$ cat config.mk
export PLATFORM = sky130hd
export DESIGN_NAME = enemy_map_updater
export DESIGN_NICKNAME = d
export VERILOG_FILES = /design/src/rtl/enemy_map_updater_pkg.sv /design/src/rtl/enemy_map_updater.sv
export SDC_FILE = /design/constraint.sdc
export NUM_CORES = 1
export LEC_CHECK = 0
export CORE_MARGIN = 2
export CORE_UTILIZATION = 40
export DETAILED_ROUTE_END_ITERATION = 6
export PLACE_DENSITY = 0.69
export RECOVER_POWER = 25
export SLEW_MARGIN = 20
export SYNTH_ARGS = -nofsm -noshare
export SYNTH_HDL_FRONTEND = slang
export SYNTH_SLANG_ARGS = --single-unit
$ cat constraint.sdc
create_clock -name clk -period 2.1 [get_ports clk]
set_input_delay 0.315 -clock clk [delete_from_list [all_inputs] [get_ports clk]]
set_output_delay 0.315 -clock clk [all_outputs]
set_load 0.1 [all_outputs]
$ cat src/rtl/enemy_map_updater_pkg.sv
// Shared constants and FSM state encoding for the enemy occupancy map writer.
package enemy_map_updater_pkg;
   localparam int MAP_DEPTH  = 192;
   localparam int TILE_EMPTY = 0;

   typedef enum logic [2:0] {
      ST_IDLE,
      ST_CHECK,
      ST_CLR_OLD,
      ST_SET_NEW,
      ST_RESP,
      ST_SWEEP,
      ST_SWEEP_DONE
   } state_t;
endpackage

$ cat src/rtl/enemy_map_updater.sv
// Serialises enemy-tank moves into the 16x12 tile map and runs the level-start clear sweep.
module enemy_map_updater #(
   parameter int DATA_WIDTH = 3,
   parameter int ADDR_WIDTH = 15,
   parameter int MAP_DEPTH  = enemy_map_updater_pkg::MAP_DEPTH
) (
   input  logic                  clk,
   input  logic                  rst_n,
   input  logic                  req_valid,
   output logic                  req_ready,
   input  logic [DATA_WIDTH-1:0] req_id,
   input  logic [ADDR_WIDTH-1:0] req_cur,
   input  logic [ADDR_WIDTH-1:0] req_tgt,
   output logic                  resp_valid,
   output logic                  resp_grant,
   input  logic                  sweep_start,
   output logic                  sweep_done,
   output logic [ADDR_WIDTH-1:0] map_rd_addr,
   input  logic [DATA_WIDTH-1:0] map_rd_data,
   output logic                  map_we,
   output logic [ADDR_WIDTH-1:0] map_wr_addr,
   output logic [DATA_WIDTH-1:0] map_wr_data
);
   import enemy_map_updater_pkg::*;

   localparam logic [ADDR_WIDTH-1:0] DEPTH_A  = ADDR_WIDTH'(MAP_DEPTH);
   localparam logic [7:0]            CNT_LAST = 8'(MAP_DEPTH - 1);
   localparam logic [DATA_WIDTH-1:0] EMPTY    = DATA_WIDTH'(TILE_EMPTY);

   state_t                r_state;
   logic [DATA_WIDTH-1:0] r_id;
   logic [ADDR_WIDTH-1:0] r_cur;
   logic [ADDR_WIDTH-1:0] r_tgt;
   logic [7:0]            r_cnt;
   logic                  r_ready;
   logic                  r_resp_valid;
   logic                  r_grant;
   logic                  r_sweep_done;
   logic                  r_we;
   logic [ADDR_WIDTH-1:0] r_wr_addr;
   logic [DATA_WIDTH-1:0] r_wr_data;

   logic                  w_deny;
   logic                  w_same;
   logic [7:0]            w_cnt_nxt;

   // Target is blocked only by a different enemy; its own ID there is not a collision.
   always_comb begin
      w_deny    = (r_id == EMPTY) || (r_cur >= DEPTH_A) || (r_tgt >= DEPTH_A) ||
                  ((map_rd_data != EMPTY) && (map_rd_data != r_id));
      w_same    = (r_tgt == r_cur);
      w_cnt_nxt = r_cnt + 8'd1;
   end

   // Outputs are flops loaded with the values the next state presents.
   always_ff @(posedge clk or negedge rst_n) begin
      if (!rst_n) begin
         r_state      <= ST_IDLE;
         r_id         <= '0;
         r_cur        <= '0;
         r_tgt        <= '0;
         r_cnt        <= '0;
         r_ready      <= 1'b1;
         r_resp_valid <= 1'b0;
         r_grant      <= 1'b0;
         r_sweep_done <= 1'b0;
         r_we         <= 1'b0;
         r_wr_addr    <= '0;
         r_wr_data    <= '0;
      end else begin
         r_ready      <= 1'b0;
         r_resp_valid <= 1'b0;
         r_grant      <= 1'b0;
         r_sweep_done <= 1'b0;
         r_we         <= 1'b0;
         r_wr_addr    <= '0;
         r_wr_data    <= '0;
         case (r_state)
            ST_IDLE: begin
               if (sweep_start) begin
                  r_state <= ST_SWEEP;
                  r_cnt   <= '0;
                  r_we    <= 1'b1;
               end else if (req_valid) begin
                  r_state <= ST_CHECK;
                  r_id    <= req_id;
                  r_cur   <= req_cur;
                  r_tgt   <= req_tgt;
               end else begin
                  r_ready <= 1'b1;
               end
            end
            ST_CHECK: begin
               if (w_deny || w_same) begin
                  r_state      <= ST_RESP;
                  r_resp_valid <= 1'b1;
                  r_grant      <= !w_deny;
               end else begin
                  r_state   <= ST_CLR_OLD;
                  r_we      <= 1'b1;
                  r_wr_addr <= r_cur;
               end
            end
            ST_CLR_OLD: begin
               r_state   <= ST_SET_NEW;
               r_we      <= 1'b1;
               r_wr_addr <= r_tgt;
               r_wr_data <= r_id;
            end
            ST_SET_NEW: begin
               r_state      <= ST_RESP;
               r_resp_valid <= 1'b1;
               r_grant      <= 1'b1;
            end
            ST_RESP: begin
               r_state <= ST_IDLE;
               r_ready <= 1'b1;
            end
            ST_SWEEP: begin
               if (r_cnt == CNT_LAST) begin
                  r_state      <= ST_SWEEP_DONE;
                  r_sweep_done <= 1'b1;
               end else begin
                  r_cnt     <= w_cnt_nxt;
                  r_we      <= 1'b1;
                  r_wr_addr <= ADDR_WIDTH'(w_cnt_nxt);
               end
            end
            ST_SWEEP_DONE: begin
               r_state <= ST_IDLE;
               r_ready <= 1'b1;
            end
            default: begin
               r_state <= ST_IDLE;
               r_ready <= 1'b1;
            end
         endcase
      end
   end

   assign req_ready   = r_ready;
   assign resp_valid  = r_resp_valid;
   assign resp_grant  = r_grant;
   assign sweep_done  = r_sweep_done;
   assign map_rd_addr = r_tgt;
   assign map_we      = r_we;
   assign map_wr_addr = r_wr_addr;
   assign map_wr_data = r_wr_data;

endmodule
==> results_dict.tcl, run 1 <==
set metrics [dict create \
    dp.cells 435 \
    result_of_the_run "finished, final reports clean" \
    routed_wire_length_per_instance_um 15.7 \
    hpwl_mm 5.23 \
    floorplan.core_area_um2 7610 \
    share_of_the_synthesized_area_in_the_top_cell_type 0.535 \
    floorplan.initialDensity 0.406 \
    holdWs_ns 0.527 \
    clk-insertion-delay-late_ns 0.34 \
    main_combinational_cell_family_by_area_after_synthesis "compound AO/OA/AOI/OAI gates" \
    min_period_over_period 0.921 \
    clock_power_share 0.178 \
    post_synth_xor_area_fraction 0.0596 \
    p_switching_mw 3.55 \
    pin_count 78 \
    r2r.worst_path.cells 4 \
    netlist_area_um2 3090 \
    synth_fp_nets 297 \
    cts_num_sinks 67 \
    number_of_design_rule_violations_left_after_detail_routing 0 \
    critical_path_required_ns 2.32 \
    htree_levels 3 \
    die_outline_height_um 91.8 \
    antenna_found_initial 0 \
    sw_frac_of_total 0.494 \
    num_antenna_cells 0 \
    cp-start-kind "register" \
    max-clock-path-buffers 2 \
    post_synth_fa_ha_maj_area_fraction 0.00405 \
    finalSetupViolCount 0 \
    timing.max_slew.rel_slack 0.464 \
    grt.total_usage 0.178 \
    gr-total-overflow 0 \
    worst-setup-path-type "register to register" \
    area.growth.synth_to_final_pct 35.9 \
    vias 2325 \
    drt-pass1-iter-count 4 \
    synthesis.area_per_instance_um2 12.1 \
    min_path_type "input port to asynchronous set/reset pin" \
    die_area_um2 8440 \
    report.final.hold_viol_count 0 \
    cts_made_buffers 9 \
    clockRootBuffer "sky130_fd_sc_hd__clkbuf_8" \
    synth_compound_area_frac 0.131 \
    post-cts-setup-buffer-count 0 \
    post_synthesis_async_set_or_reset_flop_share 1.00 \
    total_leakage_power_nw 1.91 \
    synth_edf_count 0 \
    detail-route-antenna-nets 0 \
    power_density_nw_per_um2 1710 \
    tritoncts "built" \
    share_of_the_yosys_chip_area_belonging_to_registers 0.544 \
    cell_internal_pwr_mw 3.64 \
    placement.cell_area_um2 3940 \
    layout.cells.most_common "sky130_fd_sc_hd__dfrtp_1" \
    synthDominantAreaCellType "sky130_fd_sc_hd__dfrtp_1" \
    total_length_of_routed_wires_mm 7.07 \
    synth.lib_cells_used.distinct 44 \
    routabilityCongestion 0.756 \
    layout.filler_cells 671 \
    drtIter0Drc 110 \
    power.total_mw 7.18 \
    netlist_top_cells_area "sky130_fd_sc_hd__dfrtp_1 (54%), sky130_fd_sc_hd__mux2_2 (12%), sky130_fd_sc_hd__xor2_1 (4.0%)" \
    first_global_vias 2359 \
    top_flip_flop_cell_by_instance_count_after_synthesis "sky130_fd_sc_hd__dfrtp_1" \
    post_route_cells_drive_above_1_share 0.312 \
    maxSlewViolCount 0 \
    nNetsFinal 386 \
    rsz0062_at_grt "no" \
    max_cap_viol_count 0 \
    floorplan.rows 32 \
    clkTransAtPathRegs_ns 0.07 \
    muxShareOfSynthArea 0.120 \
    cp-end-kind "register" \
    postLayoutCellArea_um2 4200 \
    vdd_ir_drop_max_mv 1.13 \
    final_cell_mix "sky130_fd_sc_hd__dfrtp_1 (64), sky130_fd_sc_hd__buf_4 (45), sky130_fd_sc_hd__clkdlybuf4s50_1 (38)" \
    port-buffer-count 77 \
    power.sequential.fraction 0.317 \
    slew_worst_pin_ns 0.801 \
    detail_routed_via_count_per_cell 5.16 \
    synth_cells 256 \
    fmax_mhz 517 \
    grt_pass1_wl_mm 11.7 \
    instances_no_fill 451 \
    floorplan.die.width_um 91.8 \
    fin_tns_setup_ns 0 \
    cp.arrival_ns 2.15 \
    synth.ff_latch_count 67 \
    yosys.area_share.simple 0.117 \
    pin_count_of_the_biggest_net_entering_global_routing 37 \
    worst-path-max-fanout 33 \
    combPwrFrac 0.504 \
    period_minus_slack_ns 1.93 \
    clock-skew-final_ns 0.0122 \
    yosys_synthesis_warning_count 0 \
]
==> power by group through the flow <==
stage	Combinational [mW]	Clock [mW]	Sequential [mW]
final	3.62	1.28	2.28
after global routing	3.81	1.37	2.35
after CTS	3.65	1.31	2.27
after detailed placement	3.64	0	2.29
after global placement	3.61	0	2.28
after floorplan	1.15	0	3.83
==> critical path: stages (launching register included) <==
cell and delay [ns]:
sky130_fd_sc_hd__dfrtp_1 0.44, sky130_fd_sc_hd__nor2_1 0.65, sky130_fd_sc_hd__nand3_2 0.19, sky130_fd_sc_hd__buf_12 0.22, sky130_fd_sc_hd__mux2_2 0.29
==> worst paths after layout <==
path | to | startpoint | slack [ns]
setup / recovery | map_rd_addr[5]$_DFFE_PN0P_ | r_state[0]$_DFFE_PN0P_ | 0.17
hold / removal | map_rd_addr[7]$_DFFE_PN0P_ | rst_n | 0.53
setup reg to reg | map_rd_addr[5]$_DFFE_PN0P_ | r_state[0]$_DFFE_PN0P_ | 0.17
hold reg to reg | r_cnt[7]$_DFFE_PN0P_ | r_cnt[7]$_DFFE_PN0P_ | 0.53
max in group asynchronous | map_wr_addr[8]$_DFF_PN0_ | rst_n | 0.84
min in group clk | r_cnt[7]$_DFFE_PN0P_ | r_cnt[7]$_DFFE_PN0P_ | 0.53
==> Yosys cell counts (all sizes together) (6+ instances only) <==
| master | count |
|---|---|
| mux2 | 33 |
| a21oi | 6 |
| xnor2 | 7 |
| nor4 | 7 |
| and3 | 13 |
| o31ai | 13 |
| o21ai | 9 |
| nand2 | 19 |
| xor2 | 14 |
| buf | 7 |
| dfrtp | 66 |
| nor2 | 16 |
==> metrics by stage <==
step	worst slack [ns]	util
6_report	0.166	0.551
5_1_grt	0.0566	0.551
4_1_cts	0.158	0.551
3_5_place_dp	0.00983	0.518
3_3_place_gp	0.155	0.518
2_1_floorplan	0.00762	-
==> cells by family after synthesis <==
group	Yosys count
xor gates and xnor gates	21
DFF	67
AOI/OAI and AO/OA	50
buffers and inverters	14
and+or+nand+nor	70
adders and majority gates	1
muxes	33
==> repair_timing <==
action	in CTS	in global routing
hold buffers	1	0
setup endpoints to repair	0	1
hold endpoints to repair	9	0
resized for setup	0	1
==> cell type report <==
cell class / instances / area (µm²) / area share
multi-input cells: 175 / 1340 / 0.320
repair buffers: 88 / 792 / 0.189
clock buffers: 9 / 124 / 0.0295
inverters: 4 / 15.0 / 0.00358
clock inverters: 6 / 115 / 0.0274
flip-flops and latches: 67 / 1680 / 0.401
well taps: 102 / 128 / 0.0304
==> registers in the layout (all words and copies together), names as in the netlist <==
signal / cells
r_state: 3
resp_valid: 1
map_we: 1
r_cnt: 8
map_rd_addr: 15
resp_grant: 1
sweep_done: 1
r_id: 3
map_wr_data: 3
r_cur: 15
req_ready: 1
map_wr_addr: 15
==> routing by layer <==
metal / wire length, µm / vias to the layer above / track usage / part of all wire
li1: - / 1111 / - / -
met1: 3170 / 1148 / 0.238 / 0.45
met2: 3530 / 60 / 0.290 / 0.50
met3: 291 / 6 / 0.0394 / 0.041
met4: 84 / 0 / 0.0560 / 0.012
met5: 0 / - / 0 / 0
(Power assumes the default switching activity.)
==> inputs of run 2 (changes only) <==
--- a/config.mk
+++ b/config.mk
@@ -7,8 +7,9 @@
 export LEC_CHECK = 0
 export CORE_MARGIN = 2
 export CORE_UTILIZATION = 40
+export CTS_CLUSTER_DIAMETER = 150
 export DETAILED_ROUTE_END_ITERATION = 6
-export PLACE_DENSITY = 0.69
+export PLACE_DENSITY = 0.67
 export RECOVER_POWER = 25
 export SLEW_MARGIN = 20
 export SYNTH_ARGS = -nofsm -noshare
==> run 2 against run 1 <==
Worst hold slack better by 0.015 ns. Global-route usage up 0.094 points. Design area down 1.2%. Total power down 1.7%. Combinational power about the same. Wire length up 0.40%. Sequential power about the same. Non-clock buffer count down 2. Maximum frequency up 6.4%.
==> results_dict.tcl, run 2 (synthesis gave the netlist of run 1 again) <==
set metrics [dict create \
    result_of_the_run "finished, final reports clean" \
    routabilityCongestion 0.796 \
    hpwl_mm 5.02 \
    layout.cells.most_common "sky130_fd_sc_hd__dfrtp_1" \
    grt.total_usage 0.179 \
    post-cts-setup-buffer-count 0 \
    htree_levels 3 \
    layout.filler_cells 683 \
    floorplan.rows 32 \
    cp.arrival_ns 2.04 \
    grt_pass1_wl_mm 11.6 \
    vias 2307 \
    gr-total-overflow 0 \
    total_length_of_routed_wires_mm 7.10 \
    die_outline_height_um 91.8 \
    port-buffer-count 77 \
    drtIter0Drc 122 \
    register_area_um2 1680 \
    clkTransAtPathRegs_ns 0.08 \
    multi_input_area_um2 1340 \
    fmax_mhz 550 \
    worst-path-max-fanout 9 \
    detail_routed_via_count_per_cell 5.13 \
    min_period_over_period 0.865 \
    floorplan.die.width_um 91.8 \
    post_route_cells_drive_above_1_share 0.310 \
    first_global_vias 2239 \
    pin_count 78 \
    cts_made_buffers 9 \
    maximum_single_stage_delay_on_the_critical_path_ns 0.42 \
    period_minus_slack_ns 1.82 \
    area.growth.synth_to_final_pct 34.3 \
    pin_count_of_the_biggest_net_entering_global_routing 68 \
    min_path_type "register to register" \
    cts_num_sinks 67 \
    worstPathCellList "ha_1 > and3_1 > a41oi_4 > a31oi_4 > nor2b_1 > o21ai_0" \
    holdWs_ns 0.542 \
    antenna_found_initial 0 \
    routed_wire_length_per_instance_um 15.8 \
    maxSlewViolCount 0 \
    worst-setup-path-type "register to register" \
    num_antenna_cells 0 \
    max-clock-path-buffers 2 \
    clk-insertion-delay-late_ns 0.35 \
    detail-route-antenna-nets 0 \
    instances_no_fill 450 \
    power.total_mw 7.06 \
    floorplan.initialDensity 0.406 \
    finalSetupViolCount 0 \
    cp-start-kind "register" \
    total_leakage_power_nw 1.89 \
    cp-end-kind "register" \
    power_density_nw_per_um2 1700 \
    rsz0062_at_grt "no" \
    slew_worst_pin_ns 0.903 \
    nNetsFinal 384 \
    final_cell_mix "sky130_fd_sc_hd__dfrtp_1 (64), sky130_fd_sc_hd__buf_4 (43), sky130_fd_sc_hd__clkdlybuf4s50_1 (38)" \
    vdd_ir_drop_max_mv 1.27 \
    dp.cells 433 \
    max_cap_viol_count 0 \
    fin_tns_setup_ns 0 \
    tritoncts "built" \
    floorplan.core_area_um2 7610 \
    drt-pass1-iter-count 4 \
    slowest_stage "sky130_fd_sc_hd__dfrtp_1" \
    timing.max_slew.rel_slack 0.398 \
    die_area_um2 8440 \
    critical_path_required_ns 2.32 \
    report.final.hold_viol_count 0 \
    number_of_design_rule_violations_left_after_detail_routing 0 \
    clock-skew-final_ns 0.0131 \
    postLayoutCoreUtil 0.545 \
    clockRootBuffer "sky130_fd_sc_hd__clkbuf_8" \
]
==> run 2: worst max-delay path, delay by kind of cell (launching register included) <==
family | cells | cell delay, ns
fa+ha+maj | 1 | 0.20
compound gates | 3 | 0.63
simple gates | 2 | 0.44
flops | 1 | 0.42
==> run 2: layout make-up <==
cell class	count	area share
Sequential cell	67	0.405
Multi-Input combinational cell	175	0.323
Clock inverter	6	0.0217
Timing Repair Buffer	86	0.185
Tap cell	102	0.0308
Inverter	4	0.00362
Clock buffer	10	0.0308
==> run 2: worst paths after layout <==
check | startpoint | endpoint | slack, ns | cells after the start
setup / recovery | r_cnt[0]$_DFFE_PN0P_ | map_we$_DFF_PN0_ | 0.28 | 6
hold / removal | r_cnt[7]$_DFFE_PN0P_ | r_cnt[7]$_DFFE_PN0P_ | 0.54 | 1
setup reg to reg | r_cnt[0]$_DFFE_PN0P_ | map_we$_DFF_PN0_ | 0.28 | 6
hold reg to reg | r_cnt[7]$_DFFE_PN0P_ | r_cnt[7]$_DFFE_PN0P_ | 0.54 | 1
max in group asynchronous | rst_n | map_rd_addr[8]$_DFFE_PN0P_ | 0.72 | 3
min in group asynchronous | rst_n | map_rd_addr[4]$_DFFE_PN0P_ | 0.76 | 3
==> run 2: power breakdown <==
| part | internal [mW] | switching (mW) | leakage, nW | total, mW |
|---|---|---|---|---|
| logic | 1.08 | 2.51 | 0.931 | 3.59 |
| clock network | 0.671 | 0.516 | 0.106 | 1.19 |
| registers | 1.76 | 0.531 | 0.852 | 2.29 |
==> run 2: per-stage QoR <==
step / area (µm²) / setup slack, ns
2_1_floorplan: 3090 / 0.00762
3_3_place_gp: 3930 / 0.130
3_5_place_dp: 3930 / 0.0593
4_1_cts: 4150 / 0.135
5_1_grt: 4140 / 0.116
6_report: 4140 / 0.283
==> run 2: routing by layer <==
layer	part of all wire	track usage	routed length, µm
met1	0.47	0.245	3320
met2	0.48	0.276	3410
met3	0.036	0.0460	254
met4	0.016	0.0634	113
met5	0	0	0
==> run 2: repair_timing <==
item	in CTS	in global routing
endpoints found under the hold margin	66	0
hold buffers	1	0
setup endpoints to repair	0	24
resized for setup	0	1
